## config.mk

```make
export PLATFORM = sky130hd
export DESIGN_NAME = lfsr_uart_tx
export DESIGN_NICKNAME = d
export VERILOG_FILES = /design/src/rtl/lfsr_uart_pkg.sv /design/src/rtl/lfsr_uart_tx_baud.sv /design/src/rtl/lfsr_uart_tx.sv
export SDC_FILE = /design/constraint.sdc
export NUM_CORES = 1
export LEC_CHECK = 0
export ABC_CLOCK_PERIOD_IN_PS = 3600
export CORE_ASPECT_RATIO = 1.4
export CORE_MARGIN = 5
export CORE_UTILIZATION = 53
export DETAILED_ROUTE_END_ITERATION = 7
export PLACE_DENSITY = 0.8
export SLEW_MARGIN = 10
export SYNTH_ARGS = -nofsm -noshare
export SYNTH_HDL_FRONTEND = slang
export SYNTH_HIERARCHICAL = 1
export SYNTH_SLANG_ARGS = --single-unit
export TNS_END_PERCENT = 10
```

## constraint.sdc

```tcl
create_clock -name clk -period 3.6 [get_ports clk]
set_input_delay 1.08 -clock clk [delete_from_list [all_inputs] [get_ports clk]]
set_output_delay 1.08 -clock clk [all_outputs]
set_load 0.02 [all_outputs]
```

## src/rtl/lfsr_uart_pkg.sv

```systemverilog
// Shared FSM encoding and framing constants for the LFSR UART transmitter.
package lfsr_uart_pkg;

  typedef enum logic [1:0] {
    IDLE,
    START_BIT,
    DATA_BITS,
    STOP_BIT
  } state_t;

  localparam int BITS_PER_BYTE = 8;
  localparam int FRAME_BITS    = 10;

endpackage

```

## src/rtl/lfsr_uart_tx_baud.sv

```systemverilog
// Bit-period counter: one-cycle tick every CLKS_PER_BIT enabled cycles.
module uart_baud_tick #(
  parameter int CLKS_PER_BIT = 434
) (
  input  logic clk,
  input  logic clr,
  input  logic en,
  output logic tick
);

  localparam int W = (CLKS_PER_BIT > 1) ? $clog2(CLKS_PER_BIT) : 1;
  localparam logic [W-1:0] LAST = W'(CLKS_PER_BIT - 1);

  logic [W-1:0] cnt;

  assign tick = en && (cnt == LAST);

  // Held at zero while disabled so every bit period starts fresh.
  always_ff @(posedge clk or posedge clr) begin
    if (clr) begin
      cnt <= '0;
    end else if (!en || tick) begin
      cnt <= '0;
    end else begin
      cnt <= cnt + W'(1);
    end
  end

endmodule

```

## src/rtl/lfsr_uart_tx.sv

```systemverilog
// 8N1 serializer for the LFSR packer word, MSB byte first, bits LSB first.
module lfsr_uart_tx
  import lfsr_uart_pkg::*;
#(
  parameter int CLKS_PER_BIT = 434,
  parameter int NUM_BYTES    = 8
) (
  input  logic        clk,
  input  logic        clr,
  input  logic        start,
  input  logic [63:0] data_in,
  output logic        ready,
  output logic        tx,
  output logic        done,
  output logic [2:0]  byte_idx
);

  localparam logic [2:0] LAST_BYTE = 3'(NUM_BYTES - 1);
  localparam logic [2:0] LAST_BIT  = 3'(BITS_PER_BYTE - 1);

  state_t      state, state_n;
  logic [63:0] shreg, shreg_n;
  logic [2:0]  bit_cnt, bit_cnt_n;
  logic [2:0]  idx_n;
  logic        done_n;
  logic        tick;
  logic        baud_en;
  logic [7:0]  cur_byte;

  assign baud_en  = (state != IDLE);
  assign cur_byte = shreg[63:56];
  assign ready    = (state == IDLE);

  uart_baud_tick #(
    .CLKS_PER_BIT(CLKS_PER_BIT)
  ) u_baud (
    .clk (clk),
    .clr (clr),
    .en  (baud_en),
    .tick(tick)
  );

  always_ff @(posedge clk or posedge clr) begin
    if (clr) begin
      state    <= IDLE;
      shreg    <= '0;
      bit_cnt  <= '0;
      byte_idx <= '0;
      done     <= 1'b0;
    end else begin
      state    <= state_n;
      shreg    <= shreg_n;
      bit_cnt  <= bit_cnt_n;
      byte_idx <= idx_n;
      done     <= done_n;
    end
  end

  // tx is decoded from state so clr forces the line idle immediately.
  always_comb begin
    state_n   = state;
    shreg_n   = shreg;
    bit_cnt_n = bit_cnt;
    idx_n     = byte_idx;
    done_n    = 1'b0;
    tx        = 1'b1;
    unique case (state)
      IDLE: begin
        if (start) begin
          state_n   = START_BIT;
          shreg_n   = data_in;
          bit_cnt_n = '0;
          idx_n     = '0;
        end
      end
      START_BIT: begin
        tx = 1'b0;
        if (tick) begin
          state_n = DATA_BITS;
        end
      end
      DATA_BITS: begin
        tx = cur_byte[bit_cnt];
        if (tick) begin
          if (bit_cnt == LAST_BIT) begin
            state_n   = STOP_BIT;
            bit_cnt_n = '0;
          end else begin
            bit_cnt_n = bit_cnt + 3'd1;
          end
        end
      end
      STOP_BIT: begin
        if (tick) begin
          if (byte_idx == LAST_BYTE) begin
            state_n = IDLE;
            idx_n   = '0;
            shreg_n = '0;
            done_n  = 1'b1;
          end else begin
            state_n = START_BIT;
            idx_n   = byte_idx + 3'd1;
            shreg_n = {shreg[55:0], 8'h00};
          end
        end
      end
      default: begin
        state_n = IDLE;
      end
    endcase
  end

endmodule

```

# [After elaboration in Yosys (flattened, before gate mapping)]
# Cells that the tools add are included.
[totals] in_bits=67 ff_bits=82 elab_cells=56
[classes] add_sub_neg=3 n_reduce_logical=10 magnitude_cmp=1 eq_ne=11 muxes=25
[ops] operator="64-bit two-way mux" count=3
[ops] operator="64-bit case mux with 2 select lines" count=1
[ops] operator="3-bit two-way mux" count=5
[ops] operator="3-bit case mux with 2 select lines" count=2
[ops] operator="2-bit two-way mux" count=5
[ops] operator="9-bit by 1-bit adder with 9-bit output, second input constant" count=1
[ops] operator="9-bit equality test, second input constant" count=1
[ops] operator="9-bit two-way mux" count=1
[ops] operator="2-bit case mux with 4 select lines" count=1
[ops] operator="3-bit by 1-bit adder with 3-bit output, second input constant" count=2
[ops] operator="3-bit equality test, second input constant" count=2
[ops] operator="2-bit by 1-bit inequality test with 1-bit output, second input constant" count=3
[ops] operator="3-bit AND reduction" count=2
[ops] operator="2-bit nonzero test" count=3
[ops] operator="1-bit two-way mux" count=5
[ops] operator="5-bit AND reduction" count=1
[ops] operator="2-bit equality test, second input constant" count=2
[ops] operator="3-bit by 4-bit less-than comparator with 1-bit output, second input constant" count=1
[ops] operator="2-bit inequality test, second input constant" count=2
[ops] operator="1-bit binary-select mux with 3-bit select" count=1
[ops] operator="2-bit by 1-bit equality test with 1-bit output, second input constant" count=1
[ops] operator="2-bit zero test" count=1
[ops] operator="1-bit case mux with 2 select lines" count=1
[ops] operator="1-bit logical AND" count=1
[ops] operator="2 further kinds" count=2

# [Depth between registers and ports, before layout]
# Gate-level depths: netlist of run 1.
[depth] depth_word=4 depth_mapped=11

# [Modules after synthesis]
# The synthesis of run 1 kept the hierarchy.
[modules_own_cells] module="lfsr_uart_tx" area_per_inst_um2=3734.8 instances=1 seq_area_each_um2=1826.8 cells_per_inst=377
[modules_own_cells] module="uart_baud_tick" area_per_inst_um2=490.5 instances=1 seq_area_each_um2=225.2 cells_per_inst=49

# [Worst setup path before layout of run 1]
# No wires, ideal clock.
[synth_timing] path_type="reg-to-reg" startpoint="register state[0]" endpoint="register shreg[10]" required_ns=3.477 path_stages_with_launch=12 setup_time_ns=0.123 slack_ns=0.921 n_path_buf=2 synth_period_minus_slack_ns=2.679 arrival_ns=2.557 path_cell_list="dfrtp_1 > inv_1 > ha_1 > inv_1 > inv_1 > nor4_1 > nor2b_1 > or3_1 > buf_6 > buf_6 > a221oi_2 > nor2_1"
[synth_rtl] item="start, declared" line="lfsr_uart_tx.sv:21" source="state_t state, state_n;"
[synth_rtl] item="start signal, assigned" line="lfsr_uart_tx.sv:51" source="state <= state_n;"
[synth_rtl] item="2-bit zero test (*)"
[synth_rtl] item="net ready" line="lfsr_uart_tx.sv:12" source="output logic ready,"
[synth_rtl] item="2-bit inequality test (no line) or 2-bit nonzero test (tied branches)"
[synth_rtl] item="3-bit AND reduction (no line)"
[synth_rtl] item="end signal, assigned" line="lfsr_uart_tx.sv:52" source="shreg <= shreg_n;"
[synth_rtl] item="end, declared" line="lfsr_uart_tx.sv:22" source="logic [63:0] shreg, shreg_n;"
# The timed path passes the listed nets; every way through them passes the cells marked *.
# A chain may end at the register's enable or synchronous reset.

# [Worst setup path after layout of run 1]
[layout_timing] startpoint="register bit_cnt[0]" endpoint="output tx"
[layout_via] elab_chain_len=3
[layout_lines] item="start, declared" line="lfsr_uart_tx.sv:23" source="logic [2:0] bit_cnt, bit_cnt_n;"
[layout_lines] item="start signal, assigned" line="lfsr_uart_tx.sv:53" source="bit_cnt <= bit_cnt_n;"
[layout_lines] item="1-bit binary-select mux with 3-bit select" line="lfsr_uart_tx.sv:83" source="tx = cur_byte[bit_cnt];"
[layout_lines] item="1-bit two-way mux (implied by the code)" line="lfsr_uart_tx.sv:83"
[layout_lines] item="1-bit case mux with 2 select lines" line="lfsr_uart_tx.sv:67" source="unique case (state)"
[layout_lines] item="end, declared" line="lfsr_uart_tx.sv:13" source="output logic tx,"
# No other way between the ends. The select of a mux whose other input is x is not followed.

==> results of run 1 <==
[state kept, by name, indices dropped and copies added (netlist names)]
name,cells
bit_cnt,3
byte_idx,3
done,1
shreg,64
state,2
u_baud/cnt,9
[kinds of logic (layout without fill, tap and decap cells)]
group	Yosys count	after routing	share of synthesized area
compound gates	99	99	0.223
mux	6	6	0.0172
buf+inv	45	112	0.0542
xor+xnor	3	3	0.00622
simple gates	181	181	0.184
fa+ha+maj	10	10	0.0296
flops	82	82	0.486
[stage by stage]
| stage | power, mW | instance area, um2 | setup WS [ns] | std cells | util |
|---|---|---|---|---|---|
| 6_report | 4.56 | 5260 | 0.0925 | 593 | 0.679 |
| 5_1_grt | 4.92 | 5260 | 0.0158 | 593 | 0.679 |
| 4_1_cts | 4.58 | 5260 | 0.0730 | 593 | 0.679 |
| 3_5_place_dp | 3.83 | 5040 | 0.487 | 578 | 0.650 |
| 3_3_place_gp | 3.72 | 5040 | 0.503 | 578 | 0.650 |
| 2_1_floorplan | 3.31 | 4230 | 0.667 | 426 | - |
[synth_stat cells, types with 2 or more instances]
library cell  count
xor2_1            2
mux2i_1           5
buf_1             3
a22o_1            2
nand2b_1          2
o21ai_0          26
dfrtp_1          82
inv_1            14
a21oi_1          20
nor4_1            2
or3_1             3
and3_1            3
clkbuf_1         10
ha_1             10
nor2b_1           3
buf_6             6
nor2_1          104
a31oi_1           3
buf_2            12
nand2_1          39
nand3_1          17
a221oi_2         40
a22oi_1           2
[final cells by class]
class,instances,share of cell area
well taps,100,0.0238
clock buffers,13,0.0302
inverters,14,0.00999
flip-flops and latches,82,0.390
repair buffers,83,0.162
multi-input cells,299,0.372
clock inverters,2,0.0114
[worst min-delay path, stage by stage (launching register included)]
cell and delay [ns]:
dfrtp_1 0.35, nand2_1 0.05, o21ai_0 0.06
[placed cells by master (no fill, tap or decap), types with 11 or more instances in the layout]
master	n
inv_1	12
nor2_1	104
nand3_1	17
clkdlybuf4s50_1	72
nand2_1	39
a221oi_2	40
clkbuf_8	11
dfrtp_1	82
a21oi_1	20
o21ai_0	26
[power groups by stage]
stage          registers [mW]  logic [mW]  clock network (mW)
2_1_floorplan            1.60        1.71                   0
3_3_place_gp             1.65        2.07                   0
3_5_place_dp             1.68        2.16                   0
4_1_cts                  1.66        2.17               0.751
5_1_grt                  1.72        2.42               0.791
6_report                 1.66        2.16               0.739
[worst min path at each step]
stage	startpoint	to	slack (ns)	depth (start not counted)
after global routing	shreg[4]$_DFFE_PP0P_	shreg[4]$_DFFE_PP0P_	0.51	2
after global placement	shreg[45]$_DFFE_PP0P_	shreg[53]$_DFFE_PP0P_	0.46	2
after detailed placement	shreg[54]$_DFFE_PP0P_	shreg[62]$_DFFE_PP0P_	0.47	2
after CTS	shreg[54]$_DFFE_PP0P_	shreg[62]$_DFFE_PP0P_	0.49	2
after floorplan	shreg[39]$_DFFE_PP0P_	shreg[47]$_DFFE_PP0P_	0.45	2
final	shreg[49]$_DFFE_PP0P_	shreg[57]$_DFFE_PP0P_	0.49	2
[metal layers]
| layer | track usage | vias up | wire, um | share of wire |
|---|---|---|---|---|
| li1 | - | 1620 | - | - |
| met1 | 0.270 | 1642 | 4110 | 0.42 |
| met2 | 0.339 | 90 | 4990 | 0.51 |
| met3 | 0.0519 | 17 | 530 | 0.054 |
| met4 | 0.105 | 0 | 214 | 0.022 |
| met5 | 0 | - | 0 | 0 |
==> results.cfg, run 1 <==
[cts]
htreeDepth = 3
tritoncts = built
cts_root_buf = clkbuf_8
post_cts_resized = 0
clk_pin_slew_ns = 0.08
holdBufCountCts = 0
clk_latency_ns = 0.36
cts_setup_buffers = 0
clock-sinks = 82
cts_buffer_depth = 2
cts_buffers = 9

[worst_setup_path]
worstPathCellList = mux2i_1, mux4_2, mux2i_1, clkdlybuf4s50_1
start_kind = flop
crit_type = flop to output pin
critical-path-top-delay-family = multiplexers
crit_path_max_fanout = 8
cp.depth = 4
worstSetupEndpoint = tx
slowest_stage = clkdlybuf4s50_1
cpPeakStageDelay_ns = 0.64
required_ns = 2.52
cp_num_buf_inv = 1
cpMostUsedCell = mux2i_1
worst_ep_arrival_time_ns = 2.43
crit_start = bit_cnt[0]$_DFFE_PP0P_
end_kind = output pin
reg2reg_depth = 10
r2r_setup_slack_ns = 0.66
r2r-end = shreg[24]$_DFFE_PP0P_
r2r_start = state[0]$_DFFE_PP0P_

[run_status]
status = finished clean

[global_route]
grt_max_degree = 56
grt_antenna_before_repair = 0
grt.total_usage = 0.212
grt_overflow = 0
grt_pass1_vias = 3489
grt_pass1_wl_mm = 16.5

[sta]
final.period_utilization = 0.974
fin_crit_ns = 3.51
setup_viol = 0
final_hold_viol_count = 0
report.final.slew_viol_count = 0
worst_slew_pin_slew_ns = 0.687
worst_hold_slack_ns = 0.493
clock.fmax_mhz = 285
fin_skew_ns = 0.00847
rsz0062_at_grt = false
max_slew_margin = 0.542
finalSetupTns_ns = 0

[synthesis]
synth_area_leaders = dfrtp_1 49%, a221oi_2 14%, nor2_1 9.2%
ys.flop_type = dfrtp_1
yosysSeqAreaShare = 0.486
async_reset_ff_frac = 1.00
synthesis.instances = 426
netlist_area_um2 = 4230
synth.distinct_cells = 39
ys_ff_latch = 82
ys_warn_count = 6
synth.largest_area_cell = dfrtp_1
yosys.area.top_type_share = 0.486
synth_edf_count = 0
synth.avg_cell_area_um2 = 9.92
syn_nets = 503

[floorplanning]
core_area_um2 = 7750
initial_core_util = 0.545
num_rows = 38
pin_count = 73
chipHeight_um = 116
dieArea_um2 = 9880
fp.dieW_um = 85.5

[detailed_routing]
dr.pass1.iters = 5
wl_per_cell_um = 16.6
vias = 3369
drt_wl_total_mm = 9.85
viasPerCell = 5.68
drc = 0
initialDrtViolationCount = 272
ant_nets = 0

[min_path]
min_path_type = flop to flop

[finish]
antenna_cells = 0
regArea_um2 = 2050
area_growth_pct = 24.5
nets = 566
drive_gt1_frac = 0.150
fillers = 594
multiInputGateArea_um2 = 1960

[pwr]
intPower_mw = 2.64
powerDensity_nw_per_um2 = 867
vdd_ir_drop_max_uv = 578
power_leakage_nw = 2.16
clockPowerShare = 0.162
comb_power_share = 0.473
switching_share = 0.420
p_sw_mw = 1.91
seq_power_share = 0.365

[place]
gp_congestion = 0.881
detailed_place_hpwl_mm = 6.80
io_buffers = 72

[run]
timing.max_cap.violations = 0
Power figures use the tool's default switching activity.
==> run 2: changes to the inputs <==
- ABC_CLOCK_PERIOD_IN_PS: 3600 -> 3300
- clock period: 3.6 -> 3.3 ns (I/O delays scaled with it)
==> run 2 against run 1 <==
Effect of this change: core utilization shrank 0.52 points; hold slack lost 0.0096 ns; sequential share of layout area rose by 0.32 points; sequential cell count unchanged; critical path depth did not move; first-iteration DRC count fell by 31%; register-to-register slack got worse by 0.26 ns; clock skew increased by 0.0012 ns; non-clock buffer count fell by 1; die area stayed put; combinational power grew 8%; critical path type unchanged; critical endpoint unchanged; largest cell class unchanged; highest routed layer unchanged.
==> results.cfg, run 2 (same netlist as run 1, synthesis figures left out) <==
[run_status]
status = finished clean

[pwr]
intPower_mw = 2.77
seq_power_share = 0.371
power_leakage_nw = 2.13
comb_power_share = 0.482
clockPowerShare = 0.147
p_sw_mw = 2.08
switching_share = 0.429
total_power_mw = 4.85
powerDensity_nw_per_um2 = 928
vdd_ir_drop_max_uv = 551

[worst_setup_path]
crit_type = flop to output pin
reg2reg_depth = 10
crit_start = bit_cnt[0]$_DFFE_PP0P_
cpPeakStageDelay_ns = 0.50
crit_path_max_fanout = 8
r2r_start = state[0]$_DFFE_PP0P_
cp_num_buf_inv = 1
worstPathCellList = mux2i_1, mux4_2, mux2i_1, dlygate4sd2_1
worst_ep_arrival_time_ns = 2.05
end_kind = output pin
cpMostUsedCell = mux2i_1
r2r_setup_slack_ns = 0.40
required_ns = 2.31
r2r-end = shreg[9]$_DFFE_PP0P_
slowest_stage = dfrtp_2
critical-path-top-delay-family = multiplexers
start_kind = flop

[detailed_routing]
vias = 3361
drc = 0
viasPerCell = 5.67
ant_nets = 0
wl_per_cell_um = 16.1
drt_wl_total_mm = 9.55
initialDrtViolationCount = 187
dr.pass1.iters = 4

[sta]
report.final.slew_viol_count = 0
rsz0062_at_grt = false
worst_slew_pin_slew_ns = 0.907
fin_crit_ns = 3.04
setup_viol = 0
fin_skew_ns = 0.00970
final_hold_viol_count = 0
max_slew_margin = 0.395
final.period_utilization = 0.922
finalSetupTns_ns = 0
clock.fmax_mhz = 329

[finish]
finish.utilization = 0.674
nets = 565
instances_no_fill = 593
largest_register_ff_count = 64
regMostFlops = shreg
mostFrequentLayoutCell = nor2_1
antenna_cells = 0
layout_common_cells = 104 x nor2_1, 81 x dfrtp_1, 71 x clkdlybuf4s50_1, 40 x a221oi_2, 39 x nand2_1
drive_gt1_frac = 0.150
area_growth_pct = 23.5
reg_top3 = shreg: 64 flops, u_baud/cnt: 9 flops

[cts]
clk_pin_slew_ns = 0.08
cts_buffer_depth = 2
cts_buffers = 9
holdBufCountCts = 0
tritoncts = built
clk_latency_ns = 0.36
clock-sinks = 82
cts_root_buf = clkbuf_8
htreeDepth = 3

[floorplanning]
core_area_um2 = 7750
pin_count = 73
dieArea_um2 = 9880
num_rows = 38
chipHeight_um = 116
initial_core_util = 0.545
fp.dieW_um = 85.5

[run]
timing.max_cap.violations = 0

[place]
detailed_place_hpwl_mm = 6.50
gp_congestion = 0.830
dp_cells = 577
io_buffers = 72

[global_route]
grt.total_usage = 0.205
grt_antenna_before_repair = 0
grt_overflow = 0
grt_pass1_wl_mm = 16.0
grt_pass1_vias = 3315
grt_max_degree = 67

[min_path]
hold_path_end = shreg[53]$_DFFE_PP0P_
hp-start = shreg[45]$_DFFE_PP0P_
hold_depth = 2
min_path_type = flop to flop
## run 2: changes by cell type in the layout (fill, tap and decap cells not counted)
cell             delta
clkinvlp_4          +1
clkbuf_8            -2
dlygate4sd2_1       +1
clkdlybuf4s50_1     -1
bufinv_16           -1
clkbuf_1            +1
inv_6               +1
clkinv_2            +1
buf_4               -1
dfrtp_1             -1
dfrtp_2             +1
## run 2: metal layers
| metal | global-route usage | vias to the layer above | routed length (um) |
|---|---|---|---|
| met4 | 0.0898 | 0 | 174 |
| met3 | 0.0448 | 15 | 518 |
| met5 | 0 | - | 0 |
| met2 | 0.325 | 85 | 4790 |
| li1 | - | 1619 | - |
| met1 | 0.273 | 1642 | 4060 |
## run 2: final cells by class
type | instances | area (um2)
Clock inverter | 4 | 51.3
Fill cell | 642 | 2530
Tap cell | 100 | 125
Inverter | 14 | 52.6
Timing Repair Buffer | 82 | 845
Multi-Input combinational cell | 299 | 1960
Sequential cell | 82 | 2050
Clock buffer | 12 | 135
## run 2: worst max-delay path by stage
stage / end / slack [ns] / cells past startpoint
after floorplan: bit_cnt[0]$_DFFE_PP0P_ / 0.46 / 1
after global placement: tx / 0.28 / 4
after detailed placement: tx / 0.27 / 4
after CTS: tx / 0.22 / 4
after global routing: tx / 0.18 / 4
final: tx / 0.26 / 4
## run 2: metrics by stage
stage	setup WS, ns	hold slack [ns]	cell area [um2]
2_1_floorplan	0.457	0.451	4230
3_3_place_gp	0.276	0.461	5030
3_5_place_dp	0.269	0.467	5030
4_1_cts	0.222	0.489	5220
5_1_grt	0.180	0.522	5220
6_report	0.258	0.484	5220
## run 2: tightest hold or removal path: cells and delay by family, from the launching register on
| family | cells | cell delay [ns] |
|---|---|---|
| flip-flops | 1 | 0.35 |
| AO/OA/AOI/OAI | 1 | 0.06 |
| AND/OR/NAND/NOR | 1 | 0.05 |
## run 2: timing repair
item	CTS	global route
setup endpoints to repair	1	0
gates resized for setup	2	0
hold endpoints to repair	0	0
buffers inserted	0	0
## run 2: power groups by stage
stage | Combinational (mW) | Clock (mW) | Sequential (mW)
after floorplan | 1.86 | 0 | 1.75
after global placement | 2.26 | 0 | 1.79
after detailed placement | 2.35 | 0 | 1.82
after CTS | 2.35 | 0.728 | 1.79
after global routing | 2.64 | 0.771 | 1.86
final | 2.34 | 0.711 | 1.80
==> run 3: changes to the inputs <==
- CORE_ASPECT_RATIO: 1.4 -> 0.9
==> run 3 against run 2 <==
Effect of this change: final cell count down 1.2%; total power is 1.0% lower; core utilization up 0.36 points; clock-buffer cell count decreased by 3; die area decreased by 0.23%; fmax is 4.2% lower; clock power is 3.4% lower; cell area down 0.67%; routed wire length shrank 0.32%; hold slack is essentially flat; register-to-register slack gained 0.10 ns; sequential cell count unchanged; critical path type unchanged.
==> results.cfg, run 3 (same netlist as run 1, synthesis figures left out) <==
[worst_setup_path]
start_kind = flop
cpMostUsedCell = mux2i_1
r2r_setup_slack_ns = 0.50
end_kind = output pin
required_ns = 2.31
cpPeakStageDelay_ns = 0.63
r2r-end = shreg[31]$_DFFE_PP0P_
critical-path-top-delay-family = multiplexers
worst_ep_arrival_time_ns = 2.19
crit_type = flop to output pin
crit_path_max_fanout = 8
r2r_start = state[1]$_DFFE_PP0P_
cp_num_buf_inv = 1
reg2reg_depth = 10
worstPathCellList = mux2i_1, mux4_2, mux2i_1, clkdlybuf4s50_1
slowest_stage = clkdlybuf4s50_1

[finish]
layout_common_cells = 104 x nor2_1, 81 x dfrtp_1, 72 x clkdlybuf4s50_1, 40 x a221oi_2, 39 x nand2_1
antenna_cells = 0
drive_gt1_frac = 0.151
mostFrequentLayoutCell = nor2_1
nets = 563
regMostFlops = shreg
largest_register_ff_count = 64
reg_top3 = shreg: 64 flops, u_baud/cnt: 9 flops
instances_no_fill = 586
finish.utilization = 0.677
stdcell_area_um2 = 5180
area_growth_pct = 22.7

[place]
pre_cts_slack_ns = 0.424
placed_area_um2 = 5000
dp_cells = 571
detailed_place_hpwl_mm = 6.44
gp_congestion = 0.788
io_buffers = 72

[min_path]
hold_path_end = shreg[56]$_DFFE_PP0P_
hold_depth = 2
hp-start = shreg[48]$_DFFE_PP0P_
min_path_type = flop to flop

[sta]
setup_viol = 0
clock.fmax_mhz = 315
max_slew_margin = 0.547
worst_hold_slack_ns = 0.484
fin_crit_ns = 3.18
final.period_utilization = 0.962
fin_skew_ns = 0.0102
finalSetupTns_ns = 0
setup_ws_ns = 0.125
rsz0062_at_grt = false
final_hold_viol_count = 0
worst_slew_pin_slew_ns = 0.680
report.final.slew_viol_count = 0

[pwr]
vdd_ir_drop_max_uv = 699
power_leakage_nw = 2.12
powerDensity_nw_per_um2 = 925
total_power_mw = 4.80

[global_route]
grt_antenna_before_repair = 0
grt_pass1_vias = 3300
grt_max_degree = 67
grt_overflow = 0
grt_pass1_wl_mm = 16.1
grt.total_usage = 0.198

[cts]
htreeDepth = 3
cts_root_buf = clkbuf_8
cts_buffers = 9
clk_latency_ns = 0.34
tritoncts = built
holdBufCountCts = 0
clock-sinks = 82
clk_pin_slew_ns = 0.08
cts_buffer_depth = 2

[floorplanning]
num_rows = 30
chipHeight_um = 94.7
initial_core_util = 0.552
core_area_um2 = 7660
fp.dieW_um = 104
dieArea_um2 = 9860
pin_count = 73

[run_status]
status = finished clean

[detailed_routing]
initialDrtViolationCount = 225
wl_per_cell_um = 16.2
dr.pass1.iters = 4
viasPerCell = 5.59
vias = 3276
ant_nets = 0
drt_wl_total_mm = 9.52
drc = 0

[run]
timing.max_cap.violations = 0
## run 3: power by group
part           leakage [nW]  internal [mW]  total, mW  switching (mW)
Combinational          1.06          0.907       2.30            1.39
Sequential            0.964           1.48       1.81           0.327
Clock                0.0986          0.342      0.687           0.346
## run 3: layer usage
| metal | vias to the layer above | track usage | wire [um] |
|---|---|---|---|
| met5 | - | 0 | 0 |
| met4 | 0 | 0.0399 | 89 |
| met3 | 12 | 0.0560 | 433 |
| met2 | 73 | 0.321 | 4630 |
| met1 | 1583 | 0.268 | 4360 |
| li1 | 1608 | - | - |
## run 3: how the worst max path moves through the flow
stage	startpoint	end	slack, ns	depth (start not counted)
after floorplan	clr	bit_cnt[0]$_DFFE_PP0P_	0.46	1
after global placement	bit_cnt[0]$_DFFE_PP0P_	tx	0.44	4
after detailed placement	bit_cnt[0]$_DFFE_PP0P_	tx	0.42	4
after CTS	bit_cnt[0]$_DFFE_PP0P_	tx	0.05	4
after global routing	bit_cnt[0]$_DFFE_PP0P_	tx	0.02	4
final	bit_cnt[0]$_DFFE_PP0P_	tx	0.12	4
## run 3: worst reg2reg max path, stage by stage, from the launching register on
cell and delay [ns]:
dfrtp_1 0.40, inv_1 0.10, ha_1 0.22, inv_1 0.12, inv_1 0.11, nor4_1 0.50, nor2b_1 0.17, or3_2 0.51
buf_12 0.23, a221oi_2 0.26, nor2_1 0.07
## run 3: layout make-up
cell class,instances,area (um2)
fillers,613,2470
flip-flops and latches,82,2050
multi-input cells,299,1960
repair buffers,80,818
clock buffers,9,124
well taps,96,120
clock inverters,6,58.8
inverters,14,52.6
## run 3: what timing repair did
action / 4_1_cts / 5_1_grt
setup buffers: 0 / 0
hold endpoints to repair: 0 / 0
gates resized for setup: 0 / 1
setup endpoints to repair: 0 / 1
